File: src/rtl/renas_ahb_master_port_pkg.sv
// Shared types for the renas AHB master port: FSM states, bus structs and data width.
package renas_ahb_master_port_pkg;

  localparam int DATA_LENGTH = 32;

  typedef enum logic [1:0] {IDLE, REQ, GAP} ahbm_state_e;

  typedef struct packed {
    logic [31:0]            haddr;
    logic                   hwrite;
    logic [2:0]             hsize;
    logic [2:0]             hburst;
    logic [3:0]             hprot;
    logic [1:0]             htrans;
    logic                   hmastlock;
    logic [DATA_LENGTH-1:0] hwdata;
  } mas_send_type;

  typedef struct packed {
    logic                   hreadyout;
    logic                   hresp;
    logic [DATA_LENGTH-1:0] hrdata;
  } slv_send_type;

  function automatic logic [31:0] word_align(input logic [31:0] a);
    return a & 32'hFFFF_FFFC;
  endfunction

endpackage

File: src/rtl/renas_sync_fifo.sv
// Small synchronous FIFO with count-based full/empty; DEPTH must be a power of two.
module renas_sync_fifo #(
  parameter int WIDTH = 8,
  parameter int DEPTH = 2
) (
  input  logic             i_clk,
  input  logic             i_rst_n,
  input  logic             i_push,
  input  logic             i_pop,
  input  logic [WIDTH-1:0] i_wdata,
  output logic [WIDTH-1:0] o_rdata,
  output logic             o_full,
  output logic             o_empty
);
  localparam int AW = $clog2(DEPTH);
  localparam int CW = $clog2(DEPTH + 1);

  logic [WIDTH-1:0] r_mem [DEPTH];
  logic [AW-1:0]    r_wptr;
  logic [AW-1:0]    r_rptr;
  logic [CW-1:0]    r_count;
  logic             w_push;
  logic             w_pop;

  assign o_full  = (r_count == CW'(DEPTH));
  assign o_empty = (r_count == '0);
  assign w_push  = i_push & ~o_full;
  assign w_pop   = i_pop & ~o_empty;
  assign o_rdata = r_mem[r_rptr];

  // Pointers wrap naturally because DEPTH is a power of two.
  always_ff @(posedge i_clk) begin
    if (!i_rst_n) begin
      r_wptr  <= '0;
      r_rptr  <= '0;
      r_count <= '0;
    end else begin
      if (w_push) r_wptr <= r_wptr + 1'b1;
      if (w_pop)  r_rptr <= r_rptr + 1'b1;
      case ({w_push, w_pop})
        2'b10:   r_count <= r_count + 1'b1;
        2'b01:   r_count <= r_count - 1'b1;
        default: ;
      endcase
    end
  end

  always_ff @(posedge i_clk) begin
    if (w_push) r_mem[r_wptr] <= i_wdata;
  end

endmodule

File: src/rtl/renas_ahb_master_port.sv
// AHB initiator: queues CPU word requests, runs one hsel transfer at a time and returns a response pulse.
module renas_ahb_master_port
  import renas_ahb_master_port_pkg::*;
#(
  parameter int FIFO_DEPTH = 2,
  parameter int GAP_CYCLES = 2,
  parameter int TIMEOUT    = 64
) (
  input  logic                   clk_l2,
  input  logic                   rst_n,
  input  logic                   req_valid,
  output logic                   req_ready,
  input  logic                   req_write,
  input  logic [31:0]            req_addr,
  input  logic [DATA_LENGTH-1:0] req_wdata,
  output logic                   rsp_valid,
  output logic [DATA_LENGTH-1:0] rsp_rdata,
  output logic                   rsp_err,
  output logic                   hsel,
  output mas_send_type           m_out,
  input  slv_send_type           s_in,
  output logic                   busy
);
  localparam int FW = 1 + 32 + DATA_LENGTH;
  localparam int TW = $clog2(TIMEOUT);
  localparam int GW = $clog2(GAP_CYCLES + 1);
  localparam logic [TW-1:0] T_LAST = TW'(TIMEOUT - 1);
  localparam logic [GW-1:0] G_LAST = GW'(GAP_CYCLES - 1);

  ahbm_state_e            r_state;
  logic                   r_hsel;
  logic                   r_rdy_en;
  logic                   r_rsp_valid;
  logic                   r_rsp_err;
  logic [DATA_LENGTH-1:0] r_rsp_rdata;
  mas_send_type           r_m_out;
  logic [TW-1:0]          r_tcnt;
  logic [GW-1:0]          r_gcnt;

  logic                   w_push;
  logic                   w_pop;
  logic                   w_full;
  logic                   w_empty;
  logic [FW-1:0]          w_fifo_rdata;
  logic                   w_head_write;
  logic [31:0]            w_head_addr;
  logic [DATA_LENGTH-1:0] w_head_wdata;

  // req_ready stays low through reset and rises the cycle after release.
  assign req_ready = r_rdy_en & ~w_full;
  assign w_push    = req_valid & req_ready;
  assign w_pop     = (r_state == IDLE) & ~w_empty;

  assign w_head_write = w_fifo_rdata[FW-1];
  assign w_head_addr  = w_fifo_rdata[FW-2 -: 32];
  assign w_head_wdata = w_fifo_rdata[DATA_LENGTH-1:0];

  assign hsel      = r_hsel;
  assign m_out     = r_m_out;
  assign rsp_valid = r_rsp_valid;
  assign rsp_rdata = r_rsp_rdata;
  assign rsp_err   = r_rsp_err;
  assign busy      = (r_state != IDLE) | ~w_empty;

  renas_sync_fifo #(
    .WIDTH (FW),
    .DEPTH (FIFO_DEPTH)
  ) u_fifo (
    .i_clk   (clk_l2),
    .i_rst_n (rst_n),
    .i_push  (w_push),
    .i_pop   (w_pop),
    .i_wdata ({req_write, req_addr, req_wdata}),
    .o_rdata (w_fifo_rdata),
    .o_full  (w_full),
    .o_empty (w_empty)
  );

  always_ff @(posedge clk_l2) begin
    if (!rst_n) begin
      r_state     <= IDLE;
      r_hsel      <= 1'b0;
      r_rdy_en    <= 1'b0;
      r_m_out     <= '0;
      r_rsp_valid <= 1'b0;
      r_rsp_err   <= 1'b0;
      r_rsp_rdata <= '0;
      r_tcnt      <= '0;
      r_gcnt      <= '0;
    end else begin
      r_rdy_en    <= 1'b1;
      r_rsp_valid <= 1'b0;
      case (r_state)
        IDLE: begin
          if (!w_empty) begin
            r_state        <= REQ;
            r_hsel         <= 1'b1;
            r_m_out        <= '0;
            r_m_out.haddr  <= word_align(w_head_addr);
            r_m_out.hwrite <= w_head_write;
            r_m_out.hwdata <= w_head_wdata;
            r_tcnt         <= '0;
          end
        end
        REQ: begin
          // A ready arriving on the last timeout cycle still completes normally.
          if (s_in.hreadyout) begin
            r_state     <= GAP;
            r_hsel      <= 1'b0;
            r_m_out     <= '0;
            r_gcnt      <= '0;
            r_rsp_valid <= 1'b1;
            r_rsp_err   <= s_in.hresp;
            r_rsp_rdata <= r_m_out.hwrite ? '0 : s_in.hrdata;
          end else if (r_tcnt == T_LAST) begin
            r_state     <= GAP;
            r_hsel      <= 1'b0;
            r_m_out     <= '0;
            r_gcnt      <= '0;
            r_rsp_valid <= 1'b1;
            r_rsp_err   <= 1'b1;
            r_rsp_rdata <= '0;
          end else if (r_tcnt != '1) begin
            r_tcnt <= r_tcnt + 1'b1;
          end
        end
        GAP: begin
          if (r_gcnt >= G_LAST) r_state <= IDLE;
          else                  r_gcnt  <= r_gcnt + 1'b1;
        end
        default: r_state <= IDLE;
      endcase
    end
  end

endmodule

File: config.mk
export PLATFORM = sky130hd
export DESIGN_NAME = renas_ahb_master_port
export DESIGN_NICKNAME = d
export VERILOG_FILES = /design/src/rtl/renas_ahb_master_port_pkg.sv /design/src/rtl/renas_sync_fifo.sv /design/src/rtl/renas_ahb_master_port.sv
export SDC_FILE = /design/constraint.sdc
export NUM_CORES = 1
export LEC_CHECK = 0
export BUFFER_PORTS_ARGS = -buffer_cell sky130_fd_sc_hd__clkbuf_2
export CAP_MARGIN = 30
export CORE_ASPECT_RATIO = 1.1
export CORE_MARGIN = 10
export CORE_UTILIZATION = 52
export DETAILED_ROUTE_END_ITERATION = 6
export PLACE_DENSITY = 0.79
export SLEW_MARGIN = 20
export SYNTH_ARGS = -nofsm -noshare
export SYNTH_HDL_FRONTEND = slang
export SYNTH_SLANG_ARGS = --single-unit
File: constraint.sdc
create_clock -name clk_l2 -period 4.7 [get_ports clk_l2]
set_clock_uncertainty 0.1 [all_clocks]
set_input_delay 0.94 -clock clk_l2 [delete_from_list [all_inputs] [get_ports clk_l2]]
set_output_delay 0.94 -clock clk_l2 [all_outputs]
set_load 0.03 [all_outputs]
==> key figures, run 1 <==
Status
  – Status: finished, final reports clean

Setup path
  – CP delay by family, top: buffers and inverters
  – Critical Path Max Stage Delay: 0.52 ns
  – Critical Path End Type: flop
  – CP Data Required Time: 5.01 ns
  – Critical path, cell by cell: clkbuf_2 > clkinv_1 > a211oi_4 > buf_4 > o2bb2ai_1
  – Worst Path Arrival: 2.80 ns
  – Worst Setup Path Type: in2reg
  – Worst-path maximum fanout: 44
  – Worst Path Buf+Inv: 3
  – Crit path max-delay cell type: buf_4
  – Worst setup SP type: input port

Drt
  – WL met1: 7065 um
  – Drt pass-1 iters: 4
  – Met2 wire length: 9264 um
  – Detailed router's first-iteration violation count: 257
  – Overall routed net length: 18300 um
  – Number of routed nets with antenna violations: 0
  – DR top layer: met4
  – Via/cell ratio: 5.388
  – DR WL met3: 1648 um
  – DR vias: 5108
  – Residual DRC: 0
  – Average routed wire per standard cell: 19.30 um

Final layout
  – Post-layout nets: 836
  – Proportion of layout cells with a drive suffix above 1: 36.81%
  – Area growth from synthesis to final layout: 22.91%
  – Fin util: 65.53%

STA
  – Worst-Margin Slew: 0.7881 ns
  – Max Transition Viols Final: 0
  – Setup TNS: 0 ns
  – RSZ-0062 raised after global routing: no
  – Headroom to the max-slew limit: 47.35%
  – Worst setup margin: 2.207 ns
  – Final hold slack: 0.3618 ns
  – Final setup fails: 0
  – Fmax: 0.4011 GHz
  – Final Hold Vio Count: 0
  – Period minus WS final: 2.493 ns
  – Period utilization: 53.04%

Placed design
  – Dpl hpwl: 12930 um
  – Port buffer count: 199
  – GPL Wtd Cong: 0.8498
  – Worst slack, placed: 1.715 ns

Pwr
  – Worst VDD drop: 0.3422 mV
  – PD cells: 606.6 nW/um2
  – Total chip power: 0.006279 W
  – Leakage power figure: 4.010 nW

Yosys
  – Mapped cell area: 8422 um2
  – Register area share after synthesis: 72.02%
  – Syn_area_per_cell: 15.98 um2
  – Most common flop cell mapped by yosys: edfxtp_1
  – Post-synth top area cell: edfxtp_1
  – Async SR Flop Fraction: 0%
  – Post-synth EDFFs: 126
  – Number of synthesized register bits: 240
  – Cells after Synth: 527
  – Synth top area share: 44.93%
  – Yosys Warn Count: 0
  – Library cells used by synthesis: 43
  – Top post-synthesis cells by area: edfxtp_1, dfxtp_1, mux2i_1

Clock network
  – Post-CTS Repair Setup Buffers: 0
  – Bufs on Longest Clock Path: 3
  – CTS Buf Count: 23
  – CTS Sinks: 240
  – H-tree levels: 1
  – Clock slew at reported path FFs: 0.06 ns
  – Worst skew pair latency: 0.49 ns
  – CTS root buf: clkbuf_16
  – Cts hold-fix bufs: 0
  – CTS tree: built
  – Cts repair resizes: 0

Global routing
  – First-pass GRT wire length: 29080 um
  – Overflow after GRT: 0
  – All-Layer GR Usage: 16.32%
  – Initial antenna violation count: 0
  – Largest net degree at the start of global routing: 45
  – Vias in the first global route: 5531

Floorplanning
  – Die Wd: 141.3 um
  – CORE AREA: 15800 um2
  – Starting Density: 53.32%
  – DIE AREA: 21690 um2
  – I/O pins: 217
  – DIE HEIGHT: 153.5 um
  – Row count: 48

Job
  – MaxCap Viol Count: 0

Worst hold path
  – Type of the worst min-delay path: reg2reg
[metrics by stage]
stage	instance area, um2	std cells
6_report	10350	948
5_1_grt	10350	947
4_1_cts	10350	947
3_5_place_dp	9575	906
3_3_place_gp	9535	904
2_1_floorplan	8474	541
[power breakdown]
group	switching (W)	internal, W	total (W)
clock network	0.000756	0.00109	0.00185
logic	0.00110	0.000503	0.00161
registers	0.000247	0.00258	0.00282
[worst paths after layout]
| check | startpoint | to | slack, ns | cells after the start |
|---|---|---|---|---|
| worst min register to register | m_out[75] | m_out[75] | 0.36 | 1 |
| worst max register to register | r_tcnt[0] | m_out[68] | 2.46 | 6 |
| worst max-delay path | rst_n | m_out[68] | 2.21 | 5 |
| worst min-delay path | m_out[75] | m_out[75] | 0.36 | 1 |
[synth_stat cells, types with 2 or more instances]
cell,number
dfxtp_1,114
a21oi_1,7
buf_2,13
nor3b_1,2
mux2i_1,63
nand2_1,9
a31oi_1,2
nor2b_1,2
buf_6,6
a22o_1,32
o2bb2ai_1,49
o21ai_0,5
nor3_1,3
ha_1,3
buf_4,15
nand3_1,6
edfxtp_1,126
a31o_2,2
nor2_1,14
o2bb2ai_2,14
o211ai_1,2
inv_1,4
nand3b_1,2
xnor2_1,3
clkbuf_1,11
[cell usage in the layout (no fill, tap or decap), types with 12 or more instances in the layout]
| master | count |
|---|---|
| clkbuf_2 | 199 |
| edfxtp_1 | 126 |
| dfxtp_1 | 113 |
| mux2i_1 | 63 |
| o2bb2ai_1 | 49 |
| a22o_1 | 32 |
| clkbuf_16 | 23 |
| conb_1 | 15 |
| o2bb2ai_2 | 14 |
| nor2_1 | 12 |
[final cells by class]
class | count | area [um2]
diodes | 1 | 2.502
flip-flops and latches | 240 | 6070
well taps | 200 | 250.2
fillers | 1151 | 5444
inverters | 6 | 22.52
multi-input cells | 250 | 2117
repair buffers | 210 | 1116
clock inverters | 16 | 180.2
clock buffers | 25 | 593.1
[cells by family after synthesis]
kind of cell / share of synthesized area (%)
AO/OA/AOI/OAI: 13.24
multiplexers: 7.488
other: 0.04453
AND/OR/NAND/NOR: 2.674
flip-flops: 72.02
XOR/XNOR: 0.4161
buffers and inverters: 3.669
adder cells (fa/ha/maj): 0.4457
[routing by layer]
metal / vias up / global-route usage, %
met5: - / 0
met4: 0 / 4.035
met3: 28 / 5.702
met2: 198 / 28.52
met1: 2468 / 18.51
li1: 2414 / -
[flip-flops by register name, summed over array words and instances, names as in the netlist, named ones only]
name,cells
rsp_err,1
u_fifo.r_wptr,1
r_rdy_en,1
r_state,2
rsp_valid,1
u_fifo.r_count,2
u_fifo.r_rptr,1
hsel,1
u_fifo.r_mem,126
r_gcnt,2
r_tcnt,6
rsp_rdata,32
m_out,63
Note: power is estimated with default switching activity, not from simulation.
==> run 2: changes to the inputs <==
- ABC_AREA: default -> 1
- CORE_UTILIZATION: 52 -> 54
- PLACE_DENSITY: 0.79 -> 0.8
- clock period: 4.7 -> 2.6 ns (I/O delays scaled with it)
==> run 2 against run 1 <==
Global-route usage rose by 1.6 points. Largest power group is now combinational logic. Total power rose by 120%. First-iteration DRC count rose by 39%. Synthesized area rose by 13%. Critical endpoint is now u_fifo.r_mem[0][17]. Highest routed layer unchanged.
==> key figures, run 2 <==
Status
  – Status: finished, final reports clean

Pwr
  – NetSw: 0.005307 W (+150%)
  – Comb power frac: 38.6% (+13 points)
  – Internal power: 0.008460 W (+100%)
  – PD cells: 1196 nW/um2 (+97%)
  – Total chip power: 0.01377 W (+120%)
  – Leakage power figure: 4.985 nW (+24%)
  – Net Sw Frac: 38.55% (+5.0 points)
  – Clock network fraction of design power: 25.1% (-4.3 points)
  – Reg power frac: 36.4% (-8.6 points)
  – Worst VDD drop: 0.7060 mV (+110%)

Final layout
  – Multi-input logic area: 2795 um2 (+32%)
  – Area growth from synthesis to final layout: 20.96%
  – Fillers: 1368 (+19%)
  – Top reg by flops: u_fifo.r_mem
  – Proportion of layout cells with a drive suffix above 1: 22.37% (-14 points)
  – Post-layout nets: 1286 (+54%)
  – Antenna diode count: 0 (-1)
  – Sequential cell area: 6070 um2 (unchanged)
  – Max FFs per register: 126 (unchanged)
  – Commonest non-fill, non-tap cells in the layout: nand2_1, clkbuf_2, edfxtp_1
  – Commonest non-fill, non-tap cell in the layout: nand2_1

Drt
  – Residual DRC: 0 (unchanged)
  – Average routed wire per standard cell: 15.29 um (-21%)
  – Drt pass-1 iters: 4 (unchanged)
  – Via/cell ratio: 5.016 (-6.9%)
  – Overall routed net length: 21890 um (+20%)
  – DR vias: 7183 (+41%)
  – Detailed router's first-iteration violation count: 358 (+39%)
  – Number of routed nets with antenna violations: 0 (unchanged)

Floorplanning
  – Starting Density: 55.50% (+2.2 points)
  – DIE HEIGHT: 159.2 um (+3.7%)
  – Row count: 50 (+4.2%)
  – I/O pins: 217 (unchanged)
  – CORE AREA: 17140 um2 (+8.5%)
  – DIE AREA: 23330 um2 (+7.6%)
  – Die Wd: 146.6 um (+3.7%)

Yosys
  – Count leader, synth: nand2_1
  – Synth Area in Compound Gates: 9.666% (-3.6 points)
  – Adder-Cell Fraction of Synth Area: 0.3945% (-0.051 points)
  – Synth top area share: 39.77% (-5.2 points)
  – Top cells by count, synth: nand2_1, edfxtp_1, dfxtp_1, a21oi_1, nor2_1
  – Cells after Synth: 1002 (+90%)
  – Top post-synthesis cells by area: edfxtp_1, dfxtp_1, nand2_1
  – Post-synth top area cell: edfxtp_1
  – Library cells used by synthesis: 24 (-44%)
  – Synth Area in XOR/XNOR: 0% (-0.42 points)
  – Mapped cell area: 9514 um2 (+13%)
  – Async SR Flop Fraction: 0% (unchanged)
  – Mux cell area share after synthesis: 0% (-7.5 points)
  – Yosys Warn Count: 0 (unchanged)
  – Number of synthesized register bits: 240 (unchanged)
  – Syn_area_per_cell: 9.495 um2 (-41%)
  – Largest family of logic cells by synthesized area: simple AND/OR/NAND/NOR gates
  – Register area share after synthesis: 63.76% (-8.3 points)
  – Simple-gate share of the synthesized area: 18.42% (+16 points)
  – Most common flop cell mapped by yosys: edfxtp_1
  – Post-synth EDFFs: 126 (unchanged)

STA
  – Worst-Margin Slew: 0.6453 ns (-0.1428 ns)
  – Setup TNS: 0 ns (unchanged)
  – Headroom to the max-slew limit: 56.93% (+9.6 points)
  – Final setup fails: 0 (unchanged)
  – Period minus WS final: 2.119 ns
  – Final Hold Vio Count: 0 (unchanged)
  – Max Transition Viols Final: 0 (unchanged)
  – RSZ-0062 raised after global routing: no
  – Fmax: 0.4719 GHz
  – Period utilization: 81.51%

Global routing
  – Grt peak-use layer: met2
  – GRT met1 Usage: 22.12% (+3.6 points)
  – First-pass GRT wire length: 35200 um (+21%)
  – All-Layer GR Usage: 17.96% (+1.6 points)
  – Largest net degree at the start of global routing: 64 (+42%)
  – Initial antenna violation count: 0 (unchanged)
  – Vias in the first global route: 6942 (+26%)
  – Met3 Use GR: 5.224% (-0.48 points)
  – Overflow after GRT: 0 (unchanged)
  – M2 GR Usage: 29.52% (+0.99 points)

Setup path
  – Levels on crit path: 5 (unchanged)
  – R2R depth: 5 (-1)
  – Critical Path End Type: flop
  – CP startpoint: u_fifo.r_count[0]
  – CP delay by family, top: simple AND/OR/NAND/NOR gates
  – Crit path max-delay cell type: nor2_4
  – Critical Path Max Stage Delay: 0.51 ns (about the same)
  – Worst Setup Path Type: reg2reg
  – Critical path, cell by cell: inv_1 > a21boi_2 > nand2_1 > nor2_4 > buf_12
  – Worst Path Arrival: 2.22 ns (-0.58 ns)
  – Worst Path Buf+Inv: 2 (-1)
  – R2r startpoint: u_fifo.r_count[0]
  – Worst setup SP type: flop
  – CP Data Required Time: 2.70 ns (-2.31 ns)
  – Worst-path maximum fanout: 26 (-41%)

Clock network
  – CTS Sinks: 240 (unchanged)
  – H-tree levels: 1 (unchanged)
  – Cts hold-fix bufs: 0 (unchanged)
  – Post-CTS Repair Setup Buffers: 0 (unchanged)
  – CTS tree: built
  – Bufs on Longest Clock Path: 3 (unchanged)
  – Worst skew pair latency: 0.50 ns (about the same)
  – Clock slew at reported path FFs: 0.06 ns (about the same)
  – CTS root buf: clkbuf_16
  – CTS Buf Count: 24 (+4.3%)
  – Cts repair resizes: 0 (unchanged)

Worst hold path
  – Worst hold stages: 1 (unchanged)
  – Hold Crit Start: req_wdata[4]
  – Type of the worst min-delay path: in2reg

Placed design
  – Dpl hpwl: 14500 um (+12%)
  – GPL Wtd Cong: 0.7749 (-8.8%)
  – Port buffer count: 199 (unchanged)

Job
  – MaxCap Viol Count: 0 (unchanged)
run 2: final timing paths:
kind | slack, ns | endpoint
worst max-delay path | 0.48 | u_fifo.r_mem[0][17]
worst min register to register | 0.35 | flop
worst max register to register | 0.48 | u_fifo.r_mem[0][17]
worst min-delay path | 0.11 | u_fifo.r_mem[1][4]
run 2: cells by family (layout without fill, tap and decap cells):
logic type / count (synthesis) / in the layout
fa+ha+maj: 3 / 3
buf+inv: 168 / 350
flops: 240 / 240
compound gates: 159 / 159
other cells: 1 / 15
simple gates: 431 / 431
run 2: area by class of cell:
type / count / share of cell area [%]
clock buffer: 31 / 5.806
clock inverter: 12 / 1.142
inverter: 88 / 2.870
multi-input combinational: 608 / 24.29
sequential: 240 / 52.74
tap: 234 / 2.544
timing repair buffer: 219 / 10.61
run 2: per-layer routing:
| metal | share of wire [%] | vias to the layer above | routed length (um) |
|---|---|---|---|
| met5 | 0 | - | 0 |
| met4 | 2.5 | 0 | 539 |
| met3 | 8.4 | 32 | 1839 |
| met2 | 47 | 231 | 10370 |
| met1 | 42 | 3263 | 9143 |
| li1 | - | 3657 | - |
run 2: power by group through the flow:
stage / sequential, W / clock, W / combinational (W)
3_3_place_gp: 0.00506 / 0 / 0.00523
6_report: 0.00501 / 0.00345 / 0.00531
4_1_cts: 0.00501 / 0.00352 / 0.00536
3_5_place_dp: 0.00509 / 0 / 0.00532
2_1_floorplan: 0.00573 / 0 / 0.00333
5_1_grt: 0.00509 / 0.00368 / 0.00596
run 2: metrics by stage:
step | util, % | instance area (um2) | hold slack (ns) | worst slack [ns] | cells
3_3_place_gp | 62.47 | 10710 | 0.3230 | 0.5548 | 1389
6_report | 67.14 | 11510 | 0.1076 | 0.4808 | 1432
3_5_place_dp | 62.47 | 10710 | 0.3355 | 0.4597 | 1389
2_1_floorplan | - | 9585 | 0.3258 | 0.01553 | 1016
5_1_grt | 67.14 | 11510 | 0.08546 | 0.2698 | 1432
4_1_cts | 67.14 | 11510 | 0.08688 | 0.4330 | 1432
run 2: worst register-to-register path, cell delays in order, from the launching register on:
cell,delay [ns]
dfxtp_1,0.42
inv_1,0.10
a21boi_2,0.16
nand2_1,0.24
nor2_4,0.52
buf_12,0.27
